### src/rtl/fp16_norm_arbiter.sv
// Round-robin arbiter feeding one shared FP16 normalize stage from two requesters.
// Classifies the selected word, tags issued operands and stalls the stage on consumer backpressure.
module fp16_norm_arbiter #(
    parameter int CNT_W = 16
) (
    input  logic             clk,
    input  logic             rst_n,
    input  logic             req0_valid,
    input  logic [15:0]      req0_data,
    output logic             req0_ready,
    input  logic             req1_valid,
    input  logic [15:0]      req1_data,
    output logic             req1_ready,
    output logic             norm_enable,
    output logic             norm_s_valid,
    output logic             norm_sign,
    output logic [4:0]       norm_exp,
    output logic [9:0]       norm_mant,
    output logic             norm_is_normal,
    output logic             norm_is_subnormal,
    output logic             norm_is_nan,
    output logic             norm_is_pinf,
    output logic             norm_is_ninf,
    input  logic             norm_n_valid,
    output logic             resp_valid,
    output logic             resp_id,
    input  logic             resp_ready,
    output logic [CNT_W-1:0] gnt_cnt0,
    output logic [CNT_W-1:0] gnt_cnt1
);

    logic             primed_reg;
    logic             last_grant_reg;
    logic             tag_reg;
    logic [CNT_W-1:0] cnt_reg [2];
    logic [1:0]       gnt;
    logic [1:0]       req_valid;
    logic [15:0]      sel_data;
    logic             stall;

    assign req_valid = {req1_valid, req0_valid};

    // primed masks the normalize stage's unreset valid flop for the first cycle out of reset
    always_comb begin
        resp_valid  = primed_reg & norm_n_valid;
        stall       = resp_valid & ~resp_ready;
        norm_enable = ~stall;
    end

    always_comb begin
        gnt = 2'b00;
        if (primed_reg && norm_enable) begin
            if (req0_valid && req1_valid) begin
                if (last_grant_reg) gnt = 2'b01;
                else                gnt = 2'b10;
            end else if (req0_valid) begin
                gnt = 2'b01;
            end else if (req1_valid) begin
                gnt = 2'b10;
            end
        end
    end

    assign req0_ready   = gnt[0];
    assign req1_ready   = gnt[1];
    assign norm_s_valid = |(gnt & req_valid);
    assign sel_data     = gnt[1] ? req1_data : req0_data;
    assign norm_sign    = sel_data[15];
    assign norm_exp     = sel_data[14:10];
    assign norm_mant    = sel_data[9:0];
    assign resp_id      = tag_reg;
    assign gnt_cnt0     = cnt_reg[0];
    assign gnt_cnt1     = cnt_reg[1];

    always_comb begin
        norm_is_normal    = 1'b0;
        norm_is_subnormal = 1'b0;
        norm_is_nan       = 1'b0;
        norm_is_pinf      = 1'b0;
        norm_is_ninf      = 1'b0;
        if (norm_exp == 5'd31) begin
            if (norm_mant != 10'd0) norm_is_nan  = 1'b1;
            else if (!norm_sign)    norm_is_pinf = 1'b1;
            else                    norm_is_ninf = 1'b1;
        end else if (norm_exp == 5'd0) begin
            norm_is_subnormal = 1'b1;
        end else begin
            norm_is_normal = 1'b1;
        end
    end

    always_ff @(posedge clk or negedge rst_n) begin
        if (!rst_n) begin
            primed_reg     <= 1'b0;
            last_grant_reg <= 1'b1;
            tag_reg        <= 1'b0;
        end else begin
            primed_reg <= 1'b1;
            if (norm_s_valid) begin
                last_grant_reg <= gnt[1];
                tag_reg        <= gnt[1];
            end
        end
    end

    generate
        for (genvar gi = 0; gi < 2; gi++) begin : g_cnt
            always_ff @(posedge clk or negedge rst_n) begin
                if (!rst_n)                       cnt_reg[gi] <= '0;
                else if (gnt[gi] && req_valid[gi]) cnt_reg[gi] <= cnt_reg[gi] + 1'b1;
            end
        end
    endgenerate

endmodule

### config.mk
export PLATFORM = sky130hd
export DESIGN_NAME = fp16_norm_arbiter
export DESIGN_NICKNAME = d
export VERILOG_FILES = /design/src/rtl/fp16_norm_arbiter.sv
export SDC_FILE = /design/constraint.sdc
export NUM_CORES = 1
export LEC_CHECK = 0
export BUFFER_PORTS_ARGS = -buffer_cell sky130_fd_sc_hd__buf_4
export CAP_MARGIN = 20
export CORE_MARGIN = 3
export CORE_UTILIZATION = 41
export DETAILED_ROUTE_END_ITERATION = 6
export PLACE_DENSITY = 0.87
export SLEW_MARGIN = 20
export SYNTH_ARGS = -nofsm -noshare
export SYNTH_HDL_FRONTEND = slang
export SYNTH_SLANG_ARGS = --single-unit
### constraint.sdc
create_clock -name clk -period 1.7 [get_ports clk]
set_input_delay 0.34 -clock clk [delete_from_list [all_inputs] [get_ports clk]]
set_output_delay 0.34 -clock clk [all_outputs]
set_load 0.01 [all_outputs]
==> summary.md <==
| Metric | Value |
|---|---|
| Status | finished, violations left |
| Failing checks | hold timing, setup timing |
| Die area | 5600 um^2 |
| Asr flop ratio synth | 100% |
| Final worst slack | -0.472 ns |
| Distinct cell type count after synthesis | 32 |
| Antenna violations before repair | 0 |
| CTS tree | built |
| CP max FO | 5 |
| # setup viols final | 39 |
| Layout cells sized above 1 | 53.2% |
| Grt met2 use | ~35% |
| Global-route wire length before repair | slightly above 9 mm |
| Post-synth EDFFs | 0 |
| GR Overflow Total | 0 |
| Inst Count DP | roughly 380 |
| Maximum vdd drop | between 0.5 and 0.6 mV |
| Post-layout util | between 70% and 80% |
| Switching Share | 32.5% |
| Slew Limit Fails | 0 |
| Met3 Use GR | 5.74% |
| Clock buffer depth | 2 |
| Syn Area/Cell | roughly 9 um^2 |
| Most crowded layer after global routing | met2 |
| Final hold violation count | 6 |
| Sequential share of power | between 40% and 50% |
| Mapped cell area | slightly below 2000 um^2 |
| Power share of the clock group | about a quarter |
| Post-route minimum period | roughly 2.2 ns |
| Seq/Total Area, Yosys | 45.1% |
| Comb pwr share | between 30% and 40% |
| Final Net Count | approximately 390 |
| Root Buffer | clkbuf_8 |
| Clk slew on worst S/H paths | 0.06 ns |
| Total power | between 2 and 3 mW |
| CTS hold repair buffers | 0 |
| Setup Skew | ~0.0046 ns |
| GP Congestion | just over 0.8 |
| IO Pins | 97 |
| Die Span Y | around 75 um |
| Cts bufs inserted | 5 |
| Drt drc | 0 |
| Routed via count | between 2000 and 2500 |
| WL per Instance | 16.1 um |
| CP Class | reg -> out |
| PortBufs | 96 |
| M1 GR Usage | around 26% |
| Post-route cell area | approximately 3400 um^2 |
| Placement row count | 24 |
| Setup TNS | -9.55 ns |
| Max Cap Viol | 0 |
| Number of synthesized register bits | 35 |
| Via density per instance | approximately 5.4 |
| Total GRT Usage | between 20% and 30% |
| Startpoint Class | flip-flop |
| Vias in the first global route | between 2000 and 2500 |
| 1st-iter DRT viols | roughly 130 |
| Setup WS pre-CTS | -0.325 ns |
| Finished Layout Cells | 400 |
| Footprint of the multi-input gates | between 1000 and 1500 um^2 |
| Skew-Pair Late Insertion Delay | around 0.28 ns |
| Fillers | slightly below 300 |
| Setup repair after global routing missed its margin | yes |
| HPWL after detailed placement | slightly above 4 mm |
| Initial Util | a little over two fifths |
| Fin crit share | 128% |
| Antenna diodes | 0 |
| Core area | roughly 4500 um^2 |
| H-tree Lvls | 2 |
| Sw power | just over 900 uW |
| Die Span X | 74.8 um |
| Routed WL | around 6.4 mm |
| CP Capture Type | primary output |
| DP Area | about 2900 um^2 |
| Internal | 1.90 mW |
| Synth Instances | 218 |
| Worst Hold Class | in -> async |
| Ys flop type | dfrtp_1 |
| Hold slack | -0.00692 ns |
| Syn nets | 258 |
| Largest net degree at the start of global routing | 36 |
| Number of clock sinks | 35 |
| Register cell area after layout | 877 um^2 |
| Arrival time of the worst setup path | 1.83 ns |
| Lkg Pwr | 1.82 nW |
| CP required | 1.36 ns |
| Synth-to-Final Area Change | 76.4% |
| Fmax | approximately 0.46 GHz |
| First-pass DRT Iterations | 4 |
| Synth warn | 0 |
| Final ANT Viol Nets | 0 |
| Power Density | 823 nW/um^2 |
-- logic make-up after synthesis --
| family | count (synthesis) | share of synthesized area [%] |
|---|---|---|
| adder cells (fa/ha/maj) | 2 | 1.29 |
| multiplexers | 4 | 2.12 |
| XOR/XNOR | 30 | 13.5 |
| buffers and inverters | 11 | 2.77 |
| AND/OR/NAND/NOR | 134 | 34.7 |
| flip-flops | 35 | 45.1 |
| other | 1 | 0.193 |
| AO/OA/AOI/OAI | 1 | 0.257 |
-- critical path: stages (launching register included) --
cell and delay, ns:
dfstp_2 0.38, and2_4 0.14, or3_4 0.47, mux2i_4 0.22, and3b_2 0.23, buf_6 0.12
-- Yosys cell counts (2+ instances only) --
cell type | n | area share [%]
xor2_1 | 7 | 3.2
and2_1 | 2 | 0.64
dfrtp_1 | 34 | 44
nand4_1 | 13 | 4.2
nand3_1 | 12 | 3.1
mux2i_1 | 3 | 1.5
or3_1 | 3 | 0.97
xnor2_1 | 23 | 10
inv_1 | 2 | 0.39
and3_1 | 13 | 4.2
buf_2 | 4 | 1.0
or4_1 | 2 | 0.77
nor2b_1 | 2 | 0.64
nor2_1 | 5 | 0.97
ha_1 | 2 | 1.3
nor4_1 | 7 | 2.3
nand2_1 | 67 | 13
nor4bb_1 | 2 | 1.0
clkbuf_1 | 2 | 0.39
-- cell type report --
cell class / instances / share of cell area, %
inverters: 3 / 0.694
multi-input cells: 173 / 36.1
repair inverters: 2 / 0.949
flip-flops and latches: 35 / 25.6
clock inverters: 1 / 0.876
repair buffers: 127 / 31.6
clock buffers: 7 / 2.23
well taps: 52 / 1.90
-- layout by cell type (no fill, tap or decap), types with 2 or more instances in the layout --
cell type   n
clkbuf_1    2
and3_1     13
nor4_1      5
nand3_1    12
xor2_1      7
buf_8       2
nand2_2    24
or4_1       2
buf_4      95
ha_1        2
buf_6      28
clkinv_8    3
or3_4       3
clkbuf_8    5
nand2_4     3
mux2i_4     3
nor4bb_4    2
inv_2       2
dfrtp_1    34
nand2_1    40
nor4_4      2
xnor2_1    23
nand4_1    13
nor2_1      4
-- metal layers --
layer | part of all wire (%) | vias to the layer above
met5 | 0 | -
met4 | 3.3 | 0
met3 | 6.8 | 15
met2 | 53 | 90
met1 | 37 | 1051
li1 | - | 1003
-- repair_timing --
item	in CTS	in global routing
resized for setup	31	55
gates cloned	1	3
endpoints found under the setup margin	32	43
setup buffers	11	2
pin swaps	8	21
-- power groups by stage --
stage          logic (mW)  clock network [mW]  registers (mW)
2_1_floorplan       0.306                   0            1.16
3_3_place_gp        0.763                   0            1.14
3_5_place_dp        0.784                   0            1.14
4_1_cts             0.868               0.737            1.13
5_1_grt              1.05               0.775            1.16
6_report            0.969               0.715            1.14
-- path summary, 6_finish.rpt --
path / startpoint / end / slack, ns / cells after the start
setup / recovery: last_grant_reg$_DFFE_PN1P_ / norm_is_ninf / -0.47 / 5
hold / removal: rst_n / gnt_cnt0[3]$_DFFE_PN0P_ / -0.007 / 1
setup reg to reg: last_grant_reg$_DFFE_PN1P_ / gnt_cnt0[2]$_DFFE_PN0P_ / -0.17 / 10
hold reg to reg: gnt_cnt1[15]$_DFFE_PN0P_ / gnt_cnt1[15]$_DFFE_PN0P_ / 0.47 / 1
max in group asynchronous: rst_n / last_grant_reg$_DFFE_PN1P_ / 1.38 / 1
min in group clk: gnt_cnt1[15]$_DFFE_PN0P_ / gnt_cnt1[15]$_DFFE_PN0P_ / 0.47 / 1
Power figures use the tool's default switching activity.
